## src/rtl/coin_dispenser_pkg.sv

```systemverilog
// Shared definitions for the change-return engine and the vending FSM:
// coin encoding, coin values and the dispenser state enum.
package coin_dispenser_pkg;

  localparam logic COIN_SMALL = 1'b1;
  localparam logic COIN_LARGE = 1'b0;

  localparam int unsigned COIN_SMALL_VAL = 1;
  localparam int unsigned COIN_LARGE_VAL = 2;

  typedef enum logic [1:0] {
    IDLE = 2'd0,
    EMIT = 2'd1,
    DONE = 2'd2
  } state_t;

endpackage

```

## src/rtl/coin_dispenser_coin_select.sv

```systemverilog
// Combinational greedy coin chooser: prefers a large coin whenever it fits
// and is in stock, falls back to a small coin, otherwise reports no coin.
module coin_select
  import coin_dispenser_pkg::*;
#(
  parameter int AMOUNT_W = 4,
  parameter int STOCK_W  = 6
) (
  input  logic [AMOUNT_W-1:0] i_remaining,
  input  logic [STOCK_W-1:0]  i_stock_small,
  input  logic [STOCK_W-1:0]  i_stock_large,
  output logic                o_valid,
  output logic                o_kind
);

  logic w_large_ok;
  logic w_small_ok;

  assign w_large_ok = (i_remaining >= AMOUNT_W'(COIN_LARGE_VAL)) && (i_stock_large != '0);
  assign w_small_ok = (i_remaining >= AMOUNT_W'(COIN_SMALL_VAL)) && (i_stock_small != '0);

  always_comb begin
    o_valid = 1'b0;
    o_kind  = COIN_SMALL;
    if (w_large_ok) begin
      o_valid = 1'b1;
      o_kind  = COIN_LARGE;
    end else if (w_small_ok) begin
      o_valid = 1'b1;
      o_kind  = COIN_SMALL;
    end
  end

endmodule

```

## src/rtl/coin_dispenser.sv

```systemverilog
// Change-return engine: accepts a change amount, pays it out one coin per
// handshake from two saturating stock counters, then pulses done/short.
module coin_dispenser
  import coin_dispenser_pkg::*;
#(
  parameter int AMOUNT_W = 4,
  parameter int STOCK_W  = 6
) (
  input  logic                clk,
  input  logic                reset,
  input  logic                io_req_valid,
  output logic                io_req_ready,
  input  logic [AMOUNT_W-1:0] io_req_amount,
  output logic                io_coin_valid,
  input  logic                io_coin_ready,
  output logic                io_coin,
  input  logic                io_refill_valid,
  input  logic [STOCK_W-1:0]  io_refill_small,
  input  logic [STOCK_W-1:0]  io_refill_large,
  output logic [STOCK_W-1:0]  io_stock_small,
  output logic [STOCK_W-1:0]  io_stock_large,
  output logic                io_done,
  output logic                io_short,
  output logic [AMOUNT_W-1:0] io_short_amount
);

  state_t              r_state;
  state_t              w_state_nxt;
  logic [AMOUNT_W-1:0] r_remaining;
  logic [STOCK_W-1:0]  r_stock_small;
  logic [STOCK_W-1:0]  r_stock_large;

  logic                w_sel_valid;
  logic                w_sel_kind;
  logic                w_req_fire;
  logic                w_coin_fire;
  logic                w_refill_take;
  logic [AMOUNT_W-1:0] w_coin_val;

  function automatic logic [STOCK_W-1:0] sat_add(input logic [STOCK_W-1:0] a,
                                                 input logic [STOCK_W-1:0] b);
    logic [STOCK_W:0] sum;
    sum = {1'b0, a} + {1'b0, b};
    return sum[STOCK_W] ? {STOCK_W{1'b1}} : sum[STOCK_W-1:0];
  endfunction

  coin_select #(
    .AMOUNT_W (AMOUNT_W),
    .STOCK_W  (STOCK_W)
  ) u_coin_select (
    .i_remaining   (r_remaining),
    .i_stock_small (r_stock_small),
    .i_stock_large (r_stock_large),
    .o_valid       (w_sel_valid),
    .o_kind        (w_sel_kind)
  );

  assign w_req_fire    = (r_state == IDLE) && io_req_valid;
  assign w_refill_take = (r_state == IDLE) && io_refill_valid;
  assign w_coin_fire   = (r_state == EMIT) && w_sel_valid && io_coin_ready;
  assign w_coin_val    = (w_sel_kind == COIN_LARGE) ? AMOUNT_W'(COIN_LARGE_VAL)
                                                    : AMOUNT_W'(COIN_SMALL_VAL);

  always_comb begin
    w_state_nxt     = r_state;
    io_req_ready    = 1'b0;
    io_coin_valid   = 1'b0;
    io_coin         = COIN_SMALL;
    io_done         = 1'b0;
    io_short        = 1'b0;
    io_short_amount = '0;
    case (r_state)
      IDLE: begin
        io_req_ready = 1'b1;
        if (io_req_valid) w_state_nxt = EMIT;
      end
      EMIT: begin
        if (w_sel_valid) begin
          io_coin_valid = 1'b1;
          io_coin       = w_sel_kind;
        end else begin
          w_state_nxt = DONE;
        end
      end
      DONE: begin
        io_done         = 1'b1;
        io_short        = (r_remaining != '0);
        io_short_amount = r_remaining;
        w_state_nxt     = IDLE;
      end
      default: w_state_nxt = IDLE;
    endcase
  end

  always_ff @(posedge clk or negedge reset) begin
    if (!reset) begin
      r_state       <= IDLE;
      r_remaining   <= '0;
      r_stock_small <= '0;
      r_stock_large <= '0;
    end else begin
      r_state <= w_state_nxt;
      if (w_req_fire) r_remaining <= io_req_amount;
      // Refill lands on the acceptance edge so the first selection sees it.
      if (w_refill_take) begin
        r_stock_small <= sat_add(r_stock_small, io_refill_small);
        r_stock_large <= sat_add(r_stock_large, io_refill_large);
      end else if (w_coin_fire) begin
        r_remaining <= r_remaining - w_coin_val;
        if (w_sel_kind == COIN_LARGE) r_stock_large <= r_stock_large - 1'b1;
        else                          r_stock_small <= r_stock_small - 1'b1;
      end
    end
  end

  assign io_stock_small = r_stock_small;
  assign io_stock_large = r_stock_large;

endmodule
```

## config.mk

```make
export PLATFORM = sky130hd
export DESIGN_NAME = coin_dispenser
export DESIGN_NICKNAME = d
export VERILOG_FILES = /design/src/rtl/coin_dispenser_pkg.sv /design/src/rtl/coin_dispenser_coin_select.sv /design/src/rtl/coin_dispenser.sv
export SDC_FILE = /design/constraint.sdc
export NUM_CORES = 1
export LEC_CHECK = 0
export BUFFER_PORTS_ARGS = -buffer_cell sky130_fd_sc_hd__clkbuf_2
export CAP_MARGIN = 20
export CORE_MARGIN = 1.5
export CORE_UTILIZATION = 35
export DETAILED_ROUTE_END_ITERATION = 10
export PLACE_DENSITY = 0.65
export SYNTH_ARGS = -nofsm -noshare
export SYNTH_HDL_FRONTEND = slang
export SYNTH_SLANG_ARGS = --single-unit
```

## constraint.sdc

```tcl
create_clock -name clk -period 2.3 [get_ports clk]
set_input_delay 0.575 -clock clk [delete_from_list [all_inputs] [get_ports clk]]
set_output_delay 0.575 -clock clk [all_outputs]
set_load 0.01 [all_outputs]
```

==> results of run 1 <==
==> Yosys cell counts (3+ instances only) <==
library cell / count
sky130_fd_sc_hd__dfrtp_1: 18
sky130_fd_sc_hd__ha_1: 16
sky130_fd_sc_hd__inv_1: 16
sky130_fd_sc_hd__nor2_1: 13
sky130_fd_sc_hd__a21oi_1: 11
sky130_fd_sc_hd__nand2_1: 9
sky130_fd_sc_hd__and2_1: 7
sky130_fd_sc_hd__nand3_1: 7
sky130_fd_sc_hd__or3_1: 7
sky130_fd_sc_hd__o21ai_0: 6
sky130_fd_sc_hd__mux2i_1: 5
sky130_fd_sc_hd__xor2_1: 5
sky130_fd_sc_hd__a32oi_1: 4
sky130_fd_sc_hd__nand2b_1: 4
sky130_fd_sc_hd__a21o_1: 3
sky130_fd_sc_hd__a22oi_1: 3
sky130_fd_sc_hd__fa_1: 3
sky130_fd_sc_hd__nor3b_1: 3
sky130_fd_sc_hd__xnor2_1: 3
==> cell type report <==
class / count / share of cell area, %
Multi-Input combinational cell: 155 / 56.7
Sequential cell: 18 / 20.3
Timing Repair Buffer: 55 / 14.0
Tap cell: 67 / 3.77
Inverter: 16 / 2.70
Clock buffer: 4 / 2.48
==> power groups by stage <==
stage / clock network (mW) / logic [mW] / registers [mW]
floorplan: 0 / 0.861 / 0.626
global placement: 0 / 1.34 / 0.575
detailed placement: 0 / 1.35 / 0.581
CTS: 0.266 / 1.38 / 0.583
global route: 0.281 / 1.64 / 0.615
finish: 0.260 / 1.45 / 0.591
==> metal layers <==
metal	global-route usage, %	vias up	part of all wire (%)
met5	0	-	0
met4	3.77	0	0.57
met3	1.66	4	3.3
met2	27.4	39	47
met1	22.1	781	49
li1	-	823	-
==> state kept, by name, summed over array words and instances (netlist names) <==
name            flops
r_remaining         4
io_stock_small      6
r_state             2
io_stock_large      6
==> repair_timing <==
| action | in CTS | in global routing |
|---|---|---|
| endpoints found under the setup margin | 2 | 4 |
| buffers inserted | 0 | 2 |
| endpoints found under the hold margin | 0 | 0 |
| pin swaps | 0 | 1 |
| resized for setup | 6 | 10 |
==> cell usage in the layout, fill, tap and decap left out, drive strengths merged, types with 3 or more instances in the layout <==
cell	Yosys	final
dfrtp	18	18
a22oi	3	3
ha	16	16
nand2b	4	4
a21o	3	3
or3	7	7
o31ai	3	3
or3b	4	4
nand3	7	7
fa	3	3
a32oi	4	4
nor3b	3	3
xnor2	3	3
nor2	13	13
a311oi	3	3
o211ai	3	3
nand2	9	9
xor2	5	5
o21ai	6	6
clkbuf	2	45
and2	7	7
buf	1	14
a21boi	3	3
mux2i	5	5
inv	16	16
a21oi	11	11
==> worst max-delay path, delay by kind of cell (launching register included) <==
family          cells  cell delay, ps
compound gates      1             120
flops               1             420
fa+ha+maj           1             150
simple gates        3             440
buf+inv             2             240
==> cells by family after synthesis <==
family                     Yosys count
adders and majority gates           19
DFF                                 18
buffers and inverters               19
AOI/OAI and AO/OA                   52
and+or+nand+nor                     70
muxes                                6
xor gates and xnor gates             8
==> worst min path at each step <==
stage                                       start                             to  slack (ps)
floorplan                                   reset  io_stock_large[0]$_DFFE_PN0P_         280
global placement    io_stock_large[2]$_DFFE_PN0P_  io_stock_large[2]$_DFFE_PN0P_         520
detailed placement  io_stock_large[2]$_DFFE_PN0P_  io_stock_large[2]$_DFFE_PN0P_         530
CTS                                         reset       r_remaining[3]$_DFF_PN0_         280
global route                                reset       r_remaining[2]$_DFF_PN0_         300
finish                                      reset       r_remaining[0]$_DFF_PN0_         260
==> stage by stage <==
step / total power [mW] / worst slack (ps) / cells / util [%]
final: 2.30 / 92.0 / 315 / 47.0
after global routing: 2.54 / -5.43 / 315 / 47.0
after CTS: 2.23 / 0.196 / 313 / 45.8
after detailed placement: 1.94 / -55.7 / 309 / 44.2
after global placement: 1.91 / -20.2 / 309 / 44.2
after floorplan: 1.49 / 172 / 192 / -
==> out/summary.txt, run 1 <==
=====================================================================================================
CTS tree                                                                                         done
H-tree levels                                                                                       1
Category of the worst setup path launch point                                               flip-flop
Design Area, Final                                                                           2220 um2
Worst reg2reg setup slack                                                                      200 ps
Worst-case vdd ir drop                                                                       0.374 mV
Post-synthesis share of cell area spent on full adders, half adders and majority gates          15.1%
Critical-path cell list                                                                  inv_1 -> ha_4 -> nor3b_4 -> nand4_1 -> o21ai_2 -> nor3b_2 -> clkbuf_2
Hold Crit Class                                                                              in2async
Worst hold margin                                                                              261 ps
Synth Warn #                                                                                        0
Sum of negative setup slack                                                                      0 ps
Register cell area after layout                                                               452 um2
Xor/xnor share of the synthesized area                                                          4.06%
Maximum fanout encountered on the critical timing path                                              4
FP Rows                                                                                            25
Synth Register Bits                                                                                18
Post-synthesis mux area share                                                                   3.55%
Post-synth EDFFs                                                                                    0
Mean Syn Cell Area                                                                           8.99 um2
I/O Buffers                                                                                        41
Final Hold Fails                                                                                    0
Post-synthesis cell type count                                                                     54
Vias in the first global route                                                                   1581
Clk network pwr share                                                                           11.3%
Number of nets in the finished design                                                             289
Last weighted congestion value of the routability-driven placer                                 0.803
Leakage power figure                                                                          1.01 nW
Destination of the worst register-to-register timing path                                io_stock_small[3]$_DFFE_PN0P_
Number of antenna violations at the first check in global routing                                   0
Maximum number of pins on one net before global-route repair                                       19
Post-Place Cell Area                                                                         2090 um2
Detail Placement HPWL                                                                         3230 um
Width of the die                                                                              73.2 um
Area overhead of the layout relative to synthesis                                               28.7%
Insertion delay of the later-clocked pin in the worst-skew pair                                250 ps
Library cell used as clock root buffer                                                   sky130_fd_sc_hd__clkbuf_8
Largest cells by area after synthesis                                                    sky130_fd_sc_hd__dfrtp_1 (26%), sky130_fd_sc_hd__ha_1 (12%), sky130_fd_sc_hd__fa_1 (3.5%), sky130_fd_sc_hd__inv_1 (3.5%), sky130_fd_sc_hd__a21oi_1 (3.2%)
Synthesized net count                                                                             232
CP endpoint                                                                              io_coin_valid
Global-route wire length before repair                                                        6930 um
CTS buffer count                                                                                    3
Clock sinks                                                                                        18
Part of the Yosys area used for sequential elements                                             26.1%
Critical Path Slowest Stage Cell                                                         sky130_fd_sc_hd__dfrtp_2
Effective utilization at floorplan                                                              36.5%
Height of the die                                                                             73.2 um
Startpoint-to-endpoint class of the critical path                                             reg2out
Pins over their slew limit                                                                          0
Share of the synthesized area in compound gates (AO/OA/AOI/OAI)                                 23.2%
Number of hold buffers added after CTS                                                              0
Area share of the leading cell type in the synthesized netlist                                  26.1%
Final critical-path required period                                                           2210 ps
Synthesized instance count                                                                        192
Power per cell area                                                                       1030 nW/um2
Cell Int Power                                                                                1.28 mW
Final setup fails                                                                                   0
Crit-path max cell delay                                                                       420 ps
Remaining design rule violation count                                                               0
Achievable Freq                                                                               453 MHz
Gr ovfl total                                                                                       0
Total wire length after detailed routing                                                      4030 um
Avg Vias per Cell                                                                                5.23
Deepest clock path buffer count                                                                     2
Routed via count                                                                                 1647
Area of the mapped netlist                                                                   1730 um2
Final Cycle Share                                                                               96.0%
Post-route ant nets                                                                                 0
Area taken by multi-input logic gates                                                        1260 um2
Element type at the critical path end                                                    primary output
Share of post-route cells with drive strength above 1                                           32.3%
Synth Flop Type                                                                          sky130_fd_sc_hd__dfrtp_1
Clock-pin slew on the worst setup and hold paths                                                70 ps
All-Layer GR Usage                                                                              16.2%
Arrival time of the worst setup path                                                          1630 ps
Routed length per placed instance                                                             12.8 um
Crit path launch                                                                         io_stock_large[0]$_DFFE_PN0P_
Max-Cap Viols                                                                                       0
Standard cell core area                                                                      4720 um2
Filler cell count in the final layout                                                             461
Synth Area in Simple Gates                                                                      23.4%
Worst path required time                                                                      1730 ps
Number of iterations in the first detailed-routing pass                                             4
IO Count                                                                                           42
Portion of total power attributed to combinational logic                                        63.0%
Switching Power                                                                               1.02 mW
Worst slew margin relative to its limit                                                         68.6%
Switch share                                                                                    44.2%
Post-synth top area cell                                                                 sky130_fd_sc_hd__dfrtp_1
Largest family of logic cells by synthesized area                                        simple AND/OR/NAND/NOR gates
Fraction of synthesis flops using an asynchronous set or reset pin                               100%
Diode insertion count for antenna repair                                                            0
Setup clock skew after layout                                                                 4.77 ps
Violation count after the first detailed-routing iteration                                        101
Reg2Reg Depth                                                                                      10
R2r startpoint                                                                           io_stock_small[0]$_DFFE_PN0P_
DIE AREA                                                                                     5360 um2
Proportion of power drawn by flip-flops and latches                                             25.7%
Transition time at the pin with the least slew margin                                          471 ps
Run status                                                                                  completed
=====================================================================================================
Power figures use the tool's default switching activity.
==> run 2, diff against run 1 <==
CORE_ASPECT_RATIO = 1.2   (was default)
==> run 2 against run 1 <==
Final area is 0.34% higher. Via count is 3.0% lower. Sequential power is 4.4% higher. Setup slack better by 15 ps. Non-clock buffer count stayed put. Worst hold slack worse by 2.1 ps. Critical path depth is 1 higher. Register-to-register slack better by 20 ps. Clock skew is 1.2 ps lower. Global-route usage is 0.30 points higher. Critical path type unchanged. Critical endpoint unchanged. Highest routed layer unchanged.
==> out/summary.txt, run 2 (same netlist as run 1, synthesis figures left out) <==
================================================================================
Highest-count cells in the layout ignoring fill and taps            sky130_fd_sc_hd__clkbuf_2 (40), sky130_fd_sc_hd__dfrtp_1 (18), sky130_fd_sc_hd__ha_1 (14)
Most common cell after layout, fill and taps aside                  sky130_fd_sc_hd__clkbuf_2
Max-Cap Viols                                                                  0
Avg Vias per Cell                                                           5.22
Setup clock skew after layout                                            3.57 ps
Transition time at the pin with the least slew margin                     476 ps
Total wire length after detailed routing                                 3990 um
Hold Crit Class                                                         in2async
Power per cell area                                                  1020 nW/um2
H-tree levels                                                                  1
Portion of total power attributed to combinational logic                   61.4%
Setup repair after global routing missed its margin                         true
Element type at the critical path end                               primary output
Worst slew margin relative to its limit                                    68.3%
Switching Power                                                          1.02 mW
Power, Total                                                             2.27 mW
Detail Placement HPWL                                                    3110 um
FP Rows                                                                       27
Width of the die                                                         67.1 um
Critical Path Slowest Stage Cell                                    sky130_fd_sc_hd__dfrtp_1
Effective utilization at floorplan                                         37.0%
Proportion of power drawn by flip-flops and latches                        27.2%
I/O Buffers                                                                   41
Cell Int Power                                                           1.25 mW
Area overhead of the layout relative to synthesis                          29.2%
Violation count after the first detailed-routing iteration                    59
Achievable Freq                                                          456 MHz
Maximum number of pins on one net before global-route repair                  19
Crit-path max cell delay                                                  390 ps
Grt peak-use layer                                                          met2
IO Count                                                                      42
Number of buffer and inverter stages on the critical path                      3
Insertion delay of the later-clocked pin in the worst-skew pair           250 ps
Final Hold Fails                                                               0
All-Layer GR Usage                                                         16.5%
Cell class contributing the biggest share of worst-path delay         flip-flops
Worst-case vdd ir drop                                                  0.375 mV
Worst path required time                                                 1730 ps
Clk network pwr share                                                      11.4%
Global-route wire length before repair                                   7020 um
Remaining design rule violation count                                          0
Number of nets in the finished design                                        289
Clock-pin slew on the worst setup and hold paths                           70 ps
Last weighted congestion value of the routability-driven placer            0.777
Pins over their slew limit                                                     0
Post-route ant nets                                                            0
Switch share                                                               44.8%
Critical-path cell list                                             inv_2 -> ha_4 -> nor3b_4 -> buf_6 -> nand4_1 -> o21ai_2 -> nor3b_2 -> buf_2
Met1 Track Usage GR                                                        20.5%
Deepest clock path buffer count                                                2
Number of antenna violations at the first check in global routing              0
Height of the die                                                        79.9 um
Library cell used as clock root buffer                              sky130_fd_sc_hd__clkbuf_8
Number of iterations in the first detailed-routing pass                        4
Final setup fails                                                              0
Grt met3 use                                                               2.12%
Met2 usage                                                                 29.3%
Vias in the first global route                                              1642
Gr ovfl total                                                                  0
Maximum fanout encountered on the critical timing path                         3
Sum of negative setup slack                                                 0 ps
Routed length per placed instance                                        13.0 um
Filler cell count in the final layout                                        477
Diode insertion count for antenna repair                                       0
Share of post-route cells with drive strength above 1                      33.5%
Number of hold buffers added after CTS                                         0
Leakage power figure                                                     1.01 nW
CTS tree                                                                    done
Clock sinks                                                                   18
DIE AREA                                                                5360 um2
Startpoint-to-endpoint class of the critical path                        reg2out
Routed via count                                                            1598
Run status                                                             completed
Arrival time of the worst setup path                                     1620 ps
CTS buffer count                                                               3
Final critical-path required period                                      2190 ps
Standard cell core area                                                 4660 um2
Final Cycle Share                                                          95.3%
Category of the worst setup path launch point                          flip-flop
================================================================================
## run 2: cell count changes in the layout (fill, tap and decap cells not counted), sizes merged
cell and change:
buf +1, clkbuf -1
## run 2: routing by layer
metal | wire length [um] | part of all wire [%]
met1 | 1840 | 46
met2 | 2000 | 50
met3 | 99 | 2.5
met4 | 45 | 1.1
met5 | 0 | 0
## run 2: power by group through the flow
stage	clock network, mW	logic, mW	registers (mW)
floorplan	0	0.861	0.626
finish	0.260	1.39	0.617
detailed placement	0	1.27	0.607
global route	0.285	1.58	0.651
CTS	0.268	1.34	0.606
global placement	0	1.26	0.607
## run 2: what timing repair did
action / CTS / global route
buffers inserted: 2 / 2
setup endpoints to repair: 2 / 3
resized for setup: 9 / 13
pin swaps: 0 / 2
## run 2: worst paths after layout
| kind | slack, ps | from | end | cells past startpoint |
|---|---|---|---|---|
| setup / recovery | 110 | io_stock_small[0]$_DFFE_PN0P_ | io_coin_valid | 8 |
| hold / removal | 260 | reset | r_state[1]$_DFFE_PN0P_ | 1 |
| setup reg to reg | 220 | r_state[0]$_DFFE_PN0P_ | io_stock_large[2]$_DFFE_PN0P_ | 5 |
| hold reg to reg | 570 | r_state[1]$_DFFE_PN0P_ | r_state[0]$_DFFE_PN0P_ | 1 |
| max in group asynchronous | 1710 | reset | r_remaining[0]$_DFF_PN0_ | 1 |
| min in group clk | 570 | r_state[1]$_DFFE_PN0P_ | r_state[0]$_DFFE_PN0P_ | 1 |
## run 2: area by class of cell
type | count | area, um2 | area share [%]
Multi-Input combinational cell | 155 | 1280 | 57.3
Sequential cell | 18 | 450 | 20.2
Timing Repair Buffer | 55 | 314 | 14.1
Tap cell | 58 | 72.6 | 3.26
Inverter | 16 | 60.1 | 2.70
Clock buffer | 4 | 55.1 | 2.47
## run 2: stage by stage
stage                     std cells  worst slack (ps)  utilization (%)  hold WS, ps  instance area (um2)
after floorplan                 192               172                -          279                 1730
after global placement          298              38.6             44.2          536                 2060
after detailed placement        298             -57.8             44.2          549                 2060
after CTS                       304              5.52             46.5          277                 2170
after global routing            306             -1.20             47.8          283                 2230
final                           306               107             47.8          259                 2230
==> run 3, diff against run 2 <==
CORE_UTILIZATION = 40   (was 35)
PLACE_DENSITY = 0.72   (was 0.65)
==> run 3 against run 2 <==
The flow now finishes with violations (design-rule violations). Via count grew 2.3%. First-iteration DRC count grew 8.5%. Final area down 0.17%.
==> out/summary.txt, run 3 (same netlist as run 1, synthesis figures left out) <==
================================================================================
Number of instances in the placed design                                     299
Core Util, Final                                                           53.0%
Power per cell area                                                  1030 nW/um2
Share of post-route cells with drive strength above 1                      33.2%
Post-route ant nets                                                            0
Effective utilization at floorplan                                         41.1%
Max-Cap Viols                                                                  0
Height of the die                                                        74.9 um
Worst slew margin relative to its limit                                    69.5%
Remaining design rule violation count                                          1
Routed via count                                                            1634
Routed length per placed instance                                        12.7 um
Highest-count cells in the layout ignoring fill and taps            sky130_fd_sc_hd__clkbuf_2 (40), sky130_fd_sc_hd__dfrtp_1 (17), sky130_fd_sc_hd__buf_4 (16)
Insertion delay of the later-clocked pin in the worst-skew pair           250 ps
Post-Place Cell Area                                                    2080 um2
Startpoint-to-endpoint class of the critical path                        reg2out
Final critical-path required period                                      2210 ps
IO Count                                                                      42
CTS buffer count                                                               3
Violation count after the first detailed-routing iteration                    64
All-Layer GR Usage                                                         17.3%
Standard cell core area                                                 4200 um2
DIE AREA                                                                4720 um2
I/O Buffers                                                                   41
Last weighted congestion value of the routability-driven placer            0.765
Leakage power figure                                                     1.00 nW
Avg Vias per Cell                                                           5.34
Setup clock skew after layout                                            1.61 ps
Category of the worst setup path launch point                          flip-flop
Cell Int Power                                                           1.28 mW
Library cell used as clock root buffer                              sky130_fd_sc_hd__clkbuf_8
Final Hold Fails                                                               0
Number of iterations in the first detailed-routing pass                        7
Worst-case vdd ir drop                                                  0.538 mV
Maximum fanout encountered on the critical timing path                         3
Clock-pin slew on the worst setup and hold paths                           70 ps
Run status                                                          complete, but fails checks
Final setup fails                                                              0
Design Area, Final                                                      2220 um2
H-tree levels                                                                  1
Most common cell after layout, fill and taps aside                  sky130_fd_sc_hd__clkbuf_2
Pins over their slew limit                                                     0
Gr ovfl total                                                                  0
CTS tree                                                                    done
Detail Placement HPWL                                                    3130 um
Total wire length after detailed routing                                 3870 um
Achievable Freq                                                          453 MHz
Number of hold buffers added after CTS                                         0
Switching Power                                                          1.01 mW
Maximum number of pins on one net before global-route repair                  19
Diode insertion count for antenna repair                                       0
Pre-CTS setup slack                                                      5.42 ps
Element type at the critical path end                               primary output
Portion of total power attributed to combinational logic                   61.7%
Slack of the critical path                                               92.5 ps
Proportion of power drawn by flip-flops and latches                        27.3%
Vias in the first global route                                              1579
Global-route wire length before repair                                   6690 um
Area overhead of the layout relative to synthesis                          28.9%
Hold Crit Class                                                         in2async
Final Non-Filler Cells                                                       306
Failing checks                                                      design-rule violations
Worst hold margin                                                         263 ps
Arrival time of the worst setup path                                     1630 ps
Transition time at the pin with the least slew margin                     458 ps
Number of nets in the finished design                                        291
Worst path required time                                                 1730 ps
Final Cycle Share                                                          96.0%
Number of antenna violations at the first check in global routing              0
Clock sinks                                                                   18
Deepest clock path buffer count                                                2
Width of the die                                                         63.0 um
FP Rows                                                                       26
Switch share                                                               44.2%
Clk network pwr share                                                      11.0%
================================================================================
## run 3: cell count changes in the layout (fill, tap and decap cells not counted)
cell / previous run / this run
sky130_fd_sc_hd__a21oi_2: 2 / 0
sky130_fd_sc_hd__nor3b_4: 2 / 1
sky130_fd_sc_hd__buf_6: 1 / 0
sky130_fd_sc_hd__buf_4: 13 / 16
sky130_fd_sc_hd__a21oi_1: 8 / 10
sky130_fd_sc_hd__inv_2: 4 / 3
sky130_fd_sc_hd__inv_1: 12 / 13
sky130_fd_sc_hd__nor3b_2: 1 / 2
sky130_fd_sc_hd__dfrtp_1: 18 / 17
sky130_fd_sc_hd__dfrtp_2: 0 / 1
## run 3: critical path: stages, from the launching register on
cell	delay, ps
sky130_fd_sc_hd__dfrtp_1	360
sky130_fd_sc_hd__inv_2	60
sky130_fd_sc_hd__ha_4	160
sky130_fd_sc_hd__nor3b_2	150
sky130_fd_sc_hd__buf_4	140
sky130_fd_sc_hd__a21oi_4	140
sky130_fd_sc_hd__o21ai_2	80
sky130_fd_sc_hd__nor3b_2	140
sky130_fd_sc_hd__buf_2	140
## run 3: area by class of cell
cell class / count / area, um2
clock buffer: 4 / 55.1
fill: 400 / 1970
inverter: 16 / 60.1
multi-input combinational: 155 / 1260
sequential: 18 / 452
tap: 56 / 70.1
timing repair buffer: 57 / 325
## run 3: metal layers
metal / track usage [%] / wire length (um) / vias up
met4: 7.16 / 76 / 0
met2: 32.2 / 1950 / 30
met3: 1.79 / 106 / 8
met5: 0 / 0 / -
met1: 20.5 / 1740 / 760
li1: - / - / 836
## run 3: worst paths after layout
path	cells past startpoint	slack (ps)	start	endpoint
max in group asynchronous	1	1700	reset	io_stock_large[0]$_DFFE_PN0P_
min in group clk	1	560	r_state[1]$_DFFE_PN0P_	r_state[0]$_DFFE_PN0P_
hold reg to reg	1	560	r_state[1]$_DFFE_PN0P_	r_state[0]$_DFFE_PN0P_
setup reg to reg	9	190	io_stock_large[0]$_DFFE_PN0P_	io_stock_large[2]$_DFFE_PN0P_
hold / removal	1	260	reset	r_state[1]$_DFFE_PN0P_
setup / recovery	8	90	io_stock_small[0]$_DFFE_PN0P_	io_coin_valid
## run 3: timing repair
item	4_1_cts	5_1_grt
resized for setup	9	9
endpoints found under the setup margin	2	4
setup buffers	1	2
## run 3: power groups by stage
| stage | registers, mW | logic (mW) | clock network, mW |
|---|---|---|---|
| finish | 0.624 | 1.41 | 0.251 |
| floorplan | 0.626 | 0.861 | 0 |
| global placement | 0.605 | 1.29 | 0 |
| global route | 0.655 | 1.60 | 0.271 |
| detailed placement | 0.608 | 1.31 | 0 |
| CTS | 0.614 | 1.35 | 0.258 |
## run 3: through the flow
step	power, mW	setup TNS, ps
after global placement	1.89	0
after global routing	2.52	-6.36
after CTS	2.22	0
after floorplan	1.49	0
after detailed placement	1.92	0
final	2.29	0
